### src/rtl/dcache_if.sv
`default_nettype none
// ============================================================================
// Module      : dcache_if
// Description : CPU load/store, cache SRAM and main-memory signal bundle for
//               the data-cache controller.
// Revision    : 1.0 - initial release
// ============================================================================
interface dcache_if;
    // CPU side
    logic [31:0]  cpu_addr_i;
    logic [31:0]  cpu_data_i;
    logic         cpu_memread_i;
    logic         cpu_memwrite_i;
    logic [31:0]  cpu_data_o;
    logic         cpu_stall_o;
    // Cache SRAM side
    logic [3:0]   sram_addr_o;
    logic [24:0]  sram_tag_o;
    logic [255:0] sram_data_o;
    logic         sram_enable_o;
    logic         sram_write_o;
    logic [24:0]  sram_tag_i;
    logic [255:0] sram_data_i;
    logic         sram_hit_i;
    // Main-memory side
    logic [31:0]  mem_addr_o;
    logic [255:0] mem_data_o;
    logic         mem_enable_o;
    logic         mem_write_o;
    logic [255:0] mem_data_i;
    logic         mem_ack_i;

    modport slave (
        input  cpu_addr_i, cpu_data_i, cpu_memread_i, cpu_memwrite_i,
        output cpu_data_o, cpu_stall_o,
        output sram_addr_o, sram_tag_o, sram_data_o, sram_enable_o, sram_write_o,
        input  sram_tag_i, sram_data_i, sram_hit_i,
        output mem_addr_o, mem_data_o, mem_enable_o, mem_write_o,
        input  mem_data_i, mem_ack_i
    );

    modport master (
        output cpu_addr_i, cpu_data_i, cpu_memread_i, cpu_memwrite_i,
        input  cpu_data_o, cpu_stall_o,
        input  sram_addr_o, sram_tag_o, sram_data_o, sram_enable_o, sram_write_o,
        output sram_tag_i, sram_data_i, sram_hit_i,
        input  mem_addr_o, mem_data_o, mem_enable_o, mem_write_o,
        output mem_data_i, mem_ack_i
    );
endinterface
`default_nettype wire

### src/rtl/dcache_controller.sv
`default_nettype none
// ============================================================================
// Module      : dcache_controller
// Description : Write-back, write-allocate data-cache control stage: hit
//               service, dirty-victim writeback, line refill and replay.
// Revision    : 1.0 - initial release
// ============================================================================
module dcache_controller #(
    parameter int LINE_W  = 256,
    parameter int INDEX_W = 4,
    parameter int TAG_W   = 23
) (
    input  wire   clk_i,
    input  wire   rst_i,
    dcache_if.slave bus
);

    typedef enum logic [2:0] {
        S_IDLE        = 3'd0,
        S_MISS        = 3'd1,
        S_WRITEBACK   = 3'd2,
        S_REFILL      = 3'd3,
        S_REFILL_DONE = 3'd4
    } state_t;

    state_t              r_state;
    logic [TAG_W-1:0]    r_tag;
    logic [INDEX_W-1:0]  r_index;
    logic [LINE_W-1:0]   r_line;
    logic [LINE_W-1:0]   r_mem_data;
    logic [31:0]         r_mem_addr;
    logic                r_mem_enable;
    logic                r_mem_write;

    logic                w_req;
    logic                w_hit;
    logic                w_idle;
    logic                w_fill;
    logic                w_load_hit;
    logic                w_store_hit;
    logic [7:0]          w_bit;
    logic [LINE_W-1:0]   w_merged;
    logic                w_unused;

    assign w_req       = bus.cpu_memread_i | bus.cpu_memwrite_i;
    assign w_hit       = bus.sram_hit_i;
    // Reset gates the combinational strobes so every output reads 0 while held.
    assign w_idle      = (r_state == S_IDLE) & ~rst_i;
    assign w_fill      = (r_state == S_REFILL_DONE) & ~rst_i;
    assign w_load_hit  = w_idle & w_req & w_hit;
    assign w_store_hit = w_load_hit & bus.cpu_memwrite_i;
    assign w_bit       = {bus.cpu_addr_i[4:2], 5'b0};
    assign w_unused    = ^bus.cpu_addr_i[1:0];

    always_comb begin
        w_merged             = bus.sram_data_i;
        w_merged[w_bit +: 32] = bus.cpu_data_i;
    end

    assign bus.sram_addr_o   = bus.cpu_addr_i[8:5];
    assign bus.sram_enable_o = w_req & ~rst_i;
    assign bus.sram_write_o  = w_store_hit | w_fill;
    assign bus.sram_data_o   = w_fill      ? r_line :
                               w_store_hit ? w_merged : '0;
    assign bus.sram_tag_o    = w_fill      ? {2'b10, r_tag} :
                               w_store_hit ? {2'b11, bus.cpu_addr_i[31:9]} : '0;
    assign bus.cpu_data_o    = w_load_hit ? bus.sram_data_i[w_bit +: 32] : '0;
    assign bus.cpu_stall_o   = ~rst_i & ((r_state == S_IDLE) ? (w_req & ~w_hit) : 1'b1);

    assign bus.mem_addr_o    = r_mem_addr;
    assign bus.mem_data_o    = r_mem_data;
    assign bus.mem_enable_o  = r_mem_enable;
    assign bus.mem_write_o   = r_mem_write;

    always_ff @(posedge clk_i or posedge rst_i) begin
        if (rst_i) begin
            r_state      <= S_IDLE;
            r_tag        <= '0;
            r_index      <= '0;
            r_line       <= '0;
            r_mem_data   <= '0;
            r_mem_addr   <= '0;
            r_mem_enable <= 1'b0;
            r_mem_write  <= 1'b0;
        end else begin
            case (r_state)
                S_IDLE: begin
                    // Capture the missing address so a dropped request cannot
                    // redirect the refill half-way through.
                    if (w_req && !w_hit) begin
                        r_tag   <= bus.cpu_addr_i[31:9];
                        r_index <= bus.cpu_addr_i[8:5];
                        r_state <= S_MISS;
                    end
                end
                S_MISS: begin
                    r_mem_data   <= bus.sram_data_i;
                    r_mem_enable <= 1'b1;
                    if (bus.sram_tag_i[24] && bus.sram_tag_i[23]) begin
                        r_mem_write <= 1'b1;
                        r_mem_addr  <= {bus.sram_tag_i[22:0], r_index, 5'b0};
                        r_state     <= S_WRITEBACK;
                    end else begin
                        r_mem_write <= 1'b0;
                        r_mem_addr  <= {r_tag, r_index, 5'b0};
                        r_state     <= S_REFILL;
                    end
                end
                S_WRITEBACK: begin
                    if (bus.mem_ack_i) begin
                        r_mem_enable <= 1'b0;
                        r_mem_write  <= 1'b0;
                        r_mem_addr   <= {r_tag, r_index, 5'b0};
                        r_state      <= S_REFILL;
                    end
                end
                S_REFILL: begin
                    // Entered with enable low only after a writeback: that
                    // cycle is the mandatory gap before the refill request.
                    if (!r_mem_enable) begin
                        r_mem_enable <= 1'b1;
                    end else if (bus.mem_ack_i) begin
                        r_line       <= bus.mem_data_i;
                        r_mem_enable <= 1'b0;
                        r_state      <= S_REFILL_DONE;
                    end
                end
                S_REFILL_DONE: begin
                    r_state <= S_IDLE;
                end
                default: begin
                    r_state <= S_IDLE;
                end
            endcase
        end
    end

endmodule
`default_nettype wire

### src/flat_wrapper.sv
// flat-port wrapper written by rule: the top's interface ports become plain ports
module dcache_controller_flat 
#(
    parameter int LINE_W  = 256,
    parameter int INDEX_W = 4,
    parameter int TAG_W   = 23
)
  (clk_i, rst_i, bus_cpu_addr_i, bus_cpu_data_i, bus_cpu_memread_i, bus_cpu_memwrite_i, bus_cpu_data_o, bus_cpu_stall_o, bus_sram_addr_o, bus_sram_tag_o, bus_sram_data_o, bus_sram_enable_o, bus_sram_write_o, bus_sram_tag_i, bus_sram_data_i, bus_sram_hit_i, bus_mem_addr_o, bus_mem_data_o, bus_mem_enable_o, bus_mem_write_o, bus_mem_data_i, bus_mem_ack_i);
  dcache_if bus_i ();
  input  wire clk_i;
  input  wire rst_i;
  input wire logic [$bits(bus_i.cpu_addr_i)-1:0] bus_cpu_addr_i;
  input wire logic [$bits(bus_i.cpu_data_i)-1:0] bus_cpu_data_i;
  input wire logic [$bits(bus_i.cpu_memread_i)-1:0] bus_cpu_memread_i;
  input wire logic [$bits(bus_i.cpu_memwrite_i)-1:0] bus_cpu_memwrite_i;
  output wire logic [$bits(bus_i.cpu_data_o)-1:0] bus_cpu_data_o;
  output wire logic [$bits(bus_i.cpu_stall_o)-1:0] bus_cpu_stall_o;
  output wire logic [$bits(bus_i.sram_addr_o)-1:0] bus_sram_addr_o;
  output wire logic [$bits(bus_i.sram_tag_o)-1:0] bus_sram_tag_o;
  output wire logic [$bits(bus_i.sram_data_o)-1:0] bus_sram_data_o;
  output wire logic [$bits(bus_i.sram_enable_o)-1:0] bus_sram_enable_o;
  output wire logic [$bits(bus_i.sram_write_o)-1:0] bus_sram_write_o;
  input wire logic [$bits(bus_i.sram_tag_i)-1:0] bus_sram_tag_i;
  input wire logic [$bits(bus_i.sram_data_i)-1:0] bus_sram_data_i;
  input wire logic [$bits(bus_i.sram_hit_i)-1:0] bus_sram_hit_i;
  output wire logic [$bits(bus_i.mem_addr_o)-1:0] bus_mem_addr_o;
  output wire logic [$bits(bus_i.mem_data_o)-1:0] bus_mem_data_o;
  output wire logic [$bits(bus_i.mem_enable_o)-1:0] bus_mem_enable_o;
  output wire logic [$bits(bus_i.mem_write_o)-1:0] bus_mem_write_o;
  input wire logic [$bits(bus_i.mem_data_i)-1:0] bus_mem_data_i;
  input wire logic [$bits(bus_i.mem_ack_i)-1:0] bus_mem_ack_i;
  assign bus_i.cpu_addr_i = bus_cpu_addr_i;
  assign bus_i.cpu_data_i = bus_cpu_data_i;
  assign bus_i.cpu_memread_i = bus_cpu_memread_i;
  assign bus_i.cpu_memwrite_i = bus_cpu_memwrite_i;
  assign bus_cpu_data_o = bus_i.cpu_data_o;
  assign bus_cpu_stall_o = bus_i.cpu_stall_o;
  assign bus_sram_addr_o = bus_i.sram_addr_o;
  assign bus_sram_tag_o = bus_i.sram_tag_o;
  assign bus_sram_data_o = bus_i.sram_data_o;
  assign bus_sram_enable_o = bus_i.sram_enable_o;
  assign bus_sram_write_o = bus_i.sram_write_o;
  assign bus_i.sram_tag_i = bus_sram_tag_i;
  assign bus_i.sram_data_i = bus_sram_data_i;
  assign bus_i.sram_hit_i = bus_sram_hit_i;
  assign bus_mem_addr_o = bus_i.mem_addr_o;
  assign bus_mem_data_o = bus_i.mem_data_o;
  assign bus_mem_enable_o = bus_i.mem_enable_o;
  assign bus_mem_write_o = bus_i.mem_write_o;
  assign bus_i.mem_data_i = bus_mem_data_i;
  assign bus_i.mem_ack_i = bus_mem_ack_i;
  dcache_controller #(.LINE_W(LINE_W), .INDEX_W(INDEX_W), .TAG_W(TAG_W)) u_core (.clk_i(clk_i), .rst_i(rst_i), .bus(bus_i));
endmodule
### config.mk
export PLATFORM = sky130hd
export DESIGN_NAME = dcache_controller_flat
export DESIGN_NICKNAME = d
export VERILOG_FILES = /design/src/rtl/dcache_if.sv /design/src/rtl/dcache_controller.sv /design/src/flat_wrapper.sv
export SDC_FILE = /design/constraint.sdc
export NUM_CORES = 2
export LEC_CHECK = 0
export ABC_AREA = 1
export CAP_MARGIN = 30
export CORE_AREA = 5 5 464 466
export CTS_CLUSTER_SIZE = 8
export DETAILED_ROUTE_END_ITERATION = 8
export DIE_AREA = 0 0 469 471
export GPL_TIMING_DRIVEN = 1
export PLACE_DENSITY = 0.37
export RECOVER_POWER = 25
export SYNTH_ARGS = -nofsm -noshare
export SYNTH_HDL_FRONTEND = slang
export SYNTH_SLANG_ARGS = --single-unit
### constraint.sdc
create_clock -name clk_i -period 34.7 [get_ports clk_i]
set_input_delay 3.47 -clock clk_i [delete_from_list [all_inputs] [get_ports clk_i]]
set_output_delay 3.47 -clock clk_i [all_outputs]
set_load 0.01 [all_outputs]
## Yosys cells after proc, flatten, opt, wreduce, memory -nomap -nowiden

Index checks and enable logic that the tools add are counted.
W data, S select, Z words.

| cells by class | value |
|---|---|
| multiplexer cells | 22 |
| eq/ne operators | 8 |
| bitwise logic cells | 12 |
| $add $sub $neg | 1 |
| reductions and logical operators | 11 |
| shift-type cells | 3 |

Operators by type and width:

| kind | count |
|---|---|
| $mux W256 | 2 |
| $bwmux W256 | 1 |
| $shift A32 B10 Y256 const A | 1 |
| $shiftx A256 B9 Y32 | 1 |
| $shiftx A32 B10 Y256 | 1 |
| $mux W32 | 3 |
| $pmux W32 S2 | 1 |
| $mux W25 | 2 |
| $mux W3 | 4 |
| $pmux W3 S4 | 1 |
| $neg A8 Y10 | 1 |
| $and A1 B1 Y1 | 8 |
| $eq A3 B2 Y1 const B | 2 |
| $mux W1 | 6 |
| $ne A2 B2 Y1 const B | 3 |
| $reduce_and A2 Y1 | 3 |
| $reduce_and A4 Y1 | 1 |
| $eq A3 B1 Y1 const B | 1 |
| $eq A3 B3 Y1 const B | 1 |
| $logic_not A3 Y1 | 1 |
| $pmux W1 S3 | 1 |
| $reduce_and A3 Y1 | 1 |
| $reduce_bool A3 Y1 | 1 |
| $logic_and A1 B1 Y1 | 2 |
| 6 further kinds | 8 |

| storage, ports and cells | value |
|---|---|
| register bits after elaboration | 576 |
| word-level logic and storage cells | 65 |
| input bits | 607 |
| output and inout port bits | 610 |

## Longest topological paths before layout

| logic depth | value |
|---|---|
| depth in word-level cells | 7 |
| depth in mapped cells | 16 |
| mapped depth without buffers | 11 |

## Least setup slack after synthesis

OpenSTA, ideal clock, no wires.

| timing path | value |
|---|---|
| path type | input -> output |
| start | input rst_i |
| end | output bus_sram_tag_o[24] |
| buffers on the path | 2 |
| data arrival time | 17.880 ns |
| slack | 13.350 ns |
| stages on the path | 7 |
| cells stage by stage | inv_1 -> nand3_1 -> nor2_2 -> nand2_1 -> clkbuf_1 -> nand2_1 -> buf_4 |

| on the way | value |
|---|---|
| longest elaborated chain between the ends | 7 |
| elaborated cells between the ends (all ways) | 8 |
| classes of those cells | mux: 2; bitwise: 6 |

RTL lines:

| item | line | RTL |
|---|---|---|
| start: declaration | flat_wrapper.sv:11 | `input wire rst_i;` |
| $not A1 Y1 * | dcache_controller.sv:48, dcache_controller.sv:49 |  |
| $and A1 B1 Y1 | dcache_controller.sv:48 | `assign w_idle = (r_state == S_IDLE) & ~rst_i;` |
| $and A1 B1 Y1 (2 in series) | dcache_controller.sv:50 | `assign w_load_hit = w_idle & w_req & w_hit;` |
| $and A1 B1 Y1 | dcache_controller.sv:51 | `assign w_store_hit = w_load_hit & bus.cpu_memwrite_i;` |
| $mux W25 | dcache_controller.sv:66 | `w_store_hit ? {2'b11, bus.cpu_addr_i[31:9]} : '0;` |
| $mux W25 * | dcache_controller.sv:65 | `assign bus.sram_tag_o = w_fill ? {2'b10, r_tag} :` |
| end: declaration | flat_wrapper.sv:19 | `output wire logic [$bits(bus_i.sram_tag_o)-1:0] bus_sram_tag_o;` |

Every way passes the cells marked *; elsewhere a longest branch is shown, timed or not.

## Final worst setup path

| timing path | value |
|---|---|
| start | input rst_i |
| end | output bus_sram_data_o[125] |

| on the way | value |
|---|---|
| longest elaborated chain between the ends | 7 |
| elaborated cells between the ends (all ways) | 8 |
| classes of those cells | mux: 2; bitwise: 6 |

RTL lines:

| item | line | RTL |
|---|---|---|
| $not A1 Y1 * | dcache_controller.sv:48, dcache_controller.sv:49 |  |
| $and A1 B1 Y1 | dcache_controller.sv:48 |  |
| $and A1 B1 Y1 (2 in series) | dcache_controller.sv:50 |  |
| $and A1 B1 Y1 | dcache_controller.sv:51 |  |
| $mux W256 | dcache_controller.sv:64 | `w_store_hit ? w_merged : '0;` |
| $mux W256 * | dcache_controller.sv:63 | `assign bus.sram_data_o = w_fill ? r_line :` |
| end: declaration | flat_wrapper.sv:20 | `output wire logic [$bits(bus_i.sram_data_o)-1:0] bus_sram_data_o;` |

Marked as above.

==> impl_metrics.json <==
{
  "status": "complete, but fails checks",
  "violations": "capacitance limit, slew limit",
  "worstPathArrival_ns": 11.31,
  "antenna_found_initial": 106,
  "syn_to_final_growth_pct": 54.2,
  "fmax_ghz": 0.0676,
  "cts_buffer_depth": 3,
  "clk_latency_ns": 0.74,
  "viasPerCell": 4.30,
  "layout_commonest_cell": "nand2_1",
  "drt_wl_total_mm": 298,
  "final_nets": 6799,
  "grt_max_degree": 208,
  "setup-violations-final": 0,
  "dp_cells": 8916,
  "fin_crit_sh_pct": 42.6,
  "syn-instance-count": 5126,
  "postCtsSetupBuffers": 0,
  "netlist_area_mm2": 0.0325,
  "wl_per_cell_um": 32.9,
  "hold_path.class": "flop to flop",
  "ys_ff_latch": 571,
  "ys_seq_area_share_pct": 43.9,
  "most-common-layout-cells": "nand2_1 (3,116), clkdlybuf4s50_1 (1,184), dfrtp_1 (571), nand3_1 (307), o21ai_0 (272)",
  "critPathRequiredTime_ns": 31.23,
  "tightestPinTransition_ns": 8.63,
  "detail-route-antenna-nets": 0,
  "port_buffers": 1209,
  "cts_sinks": 571,
  "total_power_mw": 3.56,
  "clk_transition_reported_paths_ns": 0.05,
  "synth_cell_types": 21,
  "final_core_util_pct": 23.8,
  "endpoint_kind": "primary output",
  "htreeDepth": 3,
  "power.density_mw_per_mm2": 71.0,
  "die_area_mm2": 0.221,
  "period_needed_ns": 14.78,
  "post_cts_resized": 0,
  "grt_pass1_vias": 38200,
  "final_cells": 9083,
  "synth_area_leader_cell": "dfrtp_1",
  "cp_cell_sequence": "dlygate4sd3_1 -> clkinvlp_2 -> nand3_1 -> nor3_4 -> buf_4 -> buf_4 -> buf_12 -> nand2_1 -> nand2_1 -> clkdlybuf4s50_1",
  "synth_area_leaders": "dfrtp_1 (44%), nand2_1 (36%), nand3_1 (4.7%)",
  "finalMaxSlewViolations": 749,
  "cap_violations": 11,
  "drc_errors": 0,
  "overflow": 0,
  "cp_slowest_cell": "clkinvlp_2",
  "gp_congestion": 0.922,
  "grt_usage_pct": 25.9,
  "critPathMaxFanout": 125,
  "pin_count": 1217,
  "power.leakage_nw": 24.9,
  "critical_path.max_stage_delay_ns": 3.04,
  "synth_area_per_cell_um2": 6.34,
  "initialDrtViolationCount": 3711,
  "first_pass_iters": 6,
  "hpwl_mm": 246,
  "rows": 169,
  "die_w_um": 469,
  "setup_tns_ns": 0,
  "die_h_um": 471,
  "vdd_drop_max_mv": 0.0477,
  "tritoncts.num_buffers": 89,
  "yosysWarnings": 0,
  "skew_ns": 0.0304,
  "grt_first_pass_wirelength_mm": 380,
  "clock-root-buffer": "clkbuf_16",
  "core_mm2": 0.211,
  "hold_viol_final": 0,
  "max_slew_margin_pct": -476,
  "initial_core_util_pct": 15.4,
  "rsz0062_at_grt": "no",
  "route.vias.total": 39100,
  "layout-drive-gt1-share_pct": 3.47,
  "worstSetupStartpointType": "input port",
  "crit_type": "input port to primary output",
  "cts_tree": "yes",
  "synth_top_area_share_pct": 43.9,
  "ctsHoldBuffers": 0
}
## critical path: cells and delay by family
family | cells | cell delay (ns)
AND/OR/NAND/NOR | 4 | 2.17
buffers and inverters | 6 | 5.35
## synth_stat cells
| cell type | number |
|---|---|
| nor2_1 | 235 |
| inv_1 | 260 |
| nand3b_1 | 1 |
| ha_1 | 6 |
| dfrtp_1 | 571 |
| o21ai_0 | 272 |
| inv_2 | 6 |
| a21oi_2 | 6 |
| nor2_8 | 1 |
| clkbuf_1 | 135 |
| buf_2 | 155 |
| buf_1 | 15 |
| clkinv_1 | 5 |
| nand3_1 | 308 |
| nand2_2 | 1 |
| conb_1 | 1 |
| a21oi_1 | 2 |
| nor3_2 | 1 |
| nor2_2 | 5 |
| buf_4 | 23 |
| nand2_1 | 3117 |
## worst paths after layout
path	startpoint	depth (start not counted)	slack [ns]	to
worst min-delay path	u_core.bus.mem_data_o[36]	2	0.47	u_core.bus.mem_data_o[36]
worst max register to register	u_core.r_state[2]	7	21.18	u_core.bus.mem_data_o[93]
worst max-delay path	rst_i	10	19.92	bus_sram_data_o[125]
worst min register to register	u_core.bus.mem_data_o[36]	2	0.47	u_core.bus.mem_data_o[36]
min in group asynchronous	rst_i	2	4.55	u_core.bus.mem_data_o[16]
max in group asynchronous	rst_i	4	24.80	u_core.r_tag[13]
## sequential cells by signal (all words and copies together), names as in the netlist
name                     cells
u_core.r_index               4
u_core.r_state               3
u_core.bus.mem_data_o      256
u_core.bus.mem_write_o       1
u_core.bus.mem_addr_o       27
u_core.bus.mem_enable_o      1
u_core.r_line              256
u_core.r_tag                23
## power by group
part | total (mW) | internal, mW | switching [mW]
combinational | 1.52 | 0.600 | 0.921
clock | 0.878 | 0.510 | 0.368
sequential | 1.16 | 0.983 | 0.176
## cells by family after synthesis
kind of cell | synth area share (%)
compound gates | 4.38
other cells | 0.0115
fa+ha+maj | 0.231
buf+inv | 7.78
flops | 43.9
simple gates | 43.7
## routing by layer
layer  vias up  global-route usage (%)  wire length, um
met5         -                       0              295
met4        50                    10.8            13700
met3       426                    7.08            25000
met2      1998                    40.6           133000
met1     18900                    33.6           127000
li1      17700                       -                -
## cell type report
| type | count | area, um2 |
|---|---|---|
| clock inverters | 13 | 200 |
| clock buffers | 116 | 2450 |
| diodes | 38 | 95.1 |
| well taps | 2821 | 3530 |
| inverters | 271 | 1040 |
| multi-input cells | 3960 | 15800 |
| fillers | 24100 | 161000 |
| repair buffers | 1293 | 12800 |
| flip-flops and latches | 571 | 14300 |
## metrics by stage
step | hold WS (ns) | instance area [um2] | setup slack [ns]
6_report | 0.468 | 50100 | 19.92
5_1_grt | 0.483 | 50100 | 18.88
4_1_cts | 0.471 | 50200 | 22.78
3_5_place_dp | 0.457 | 47500 | 22.78
3_3_place_gp | 0.457 | 47400 | 22.83
2_1_floorplan | 0.442 | 32500 | 13.35
Note: power is estimated with default switching activity, not from simulation.
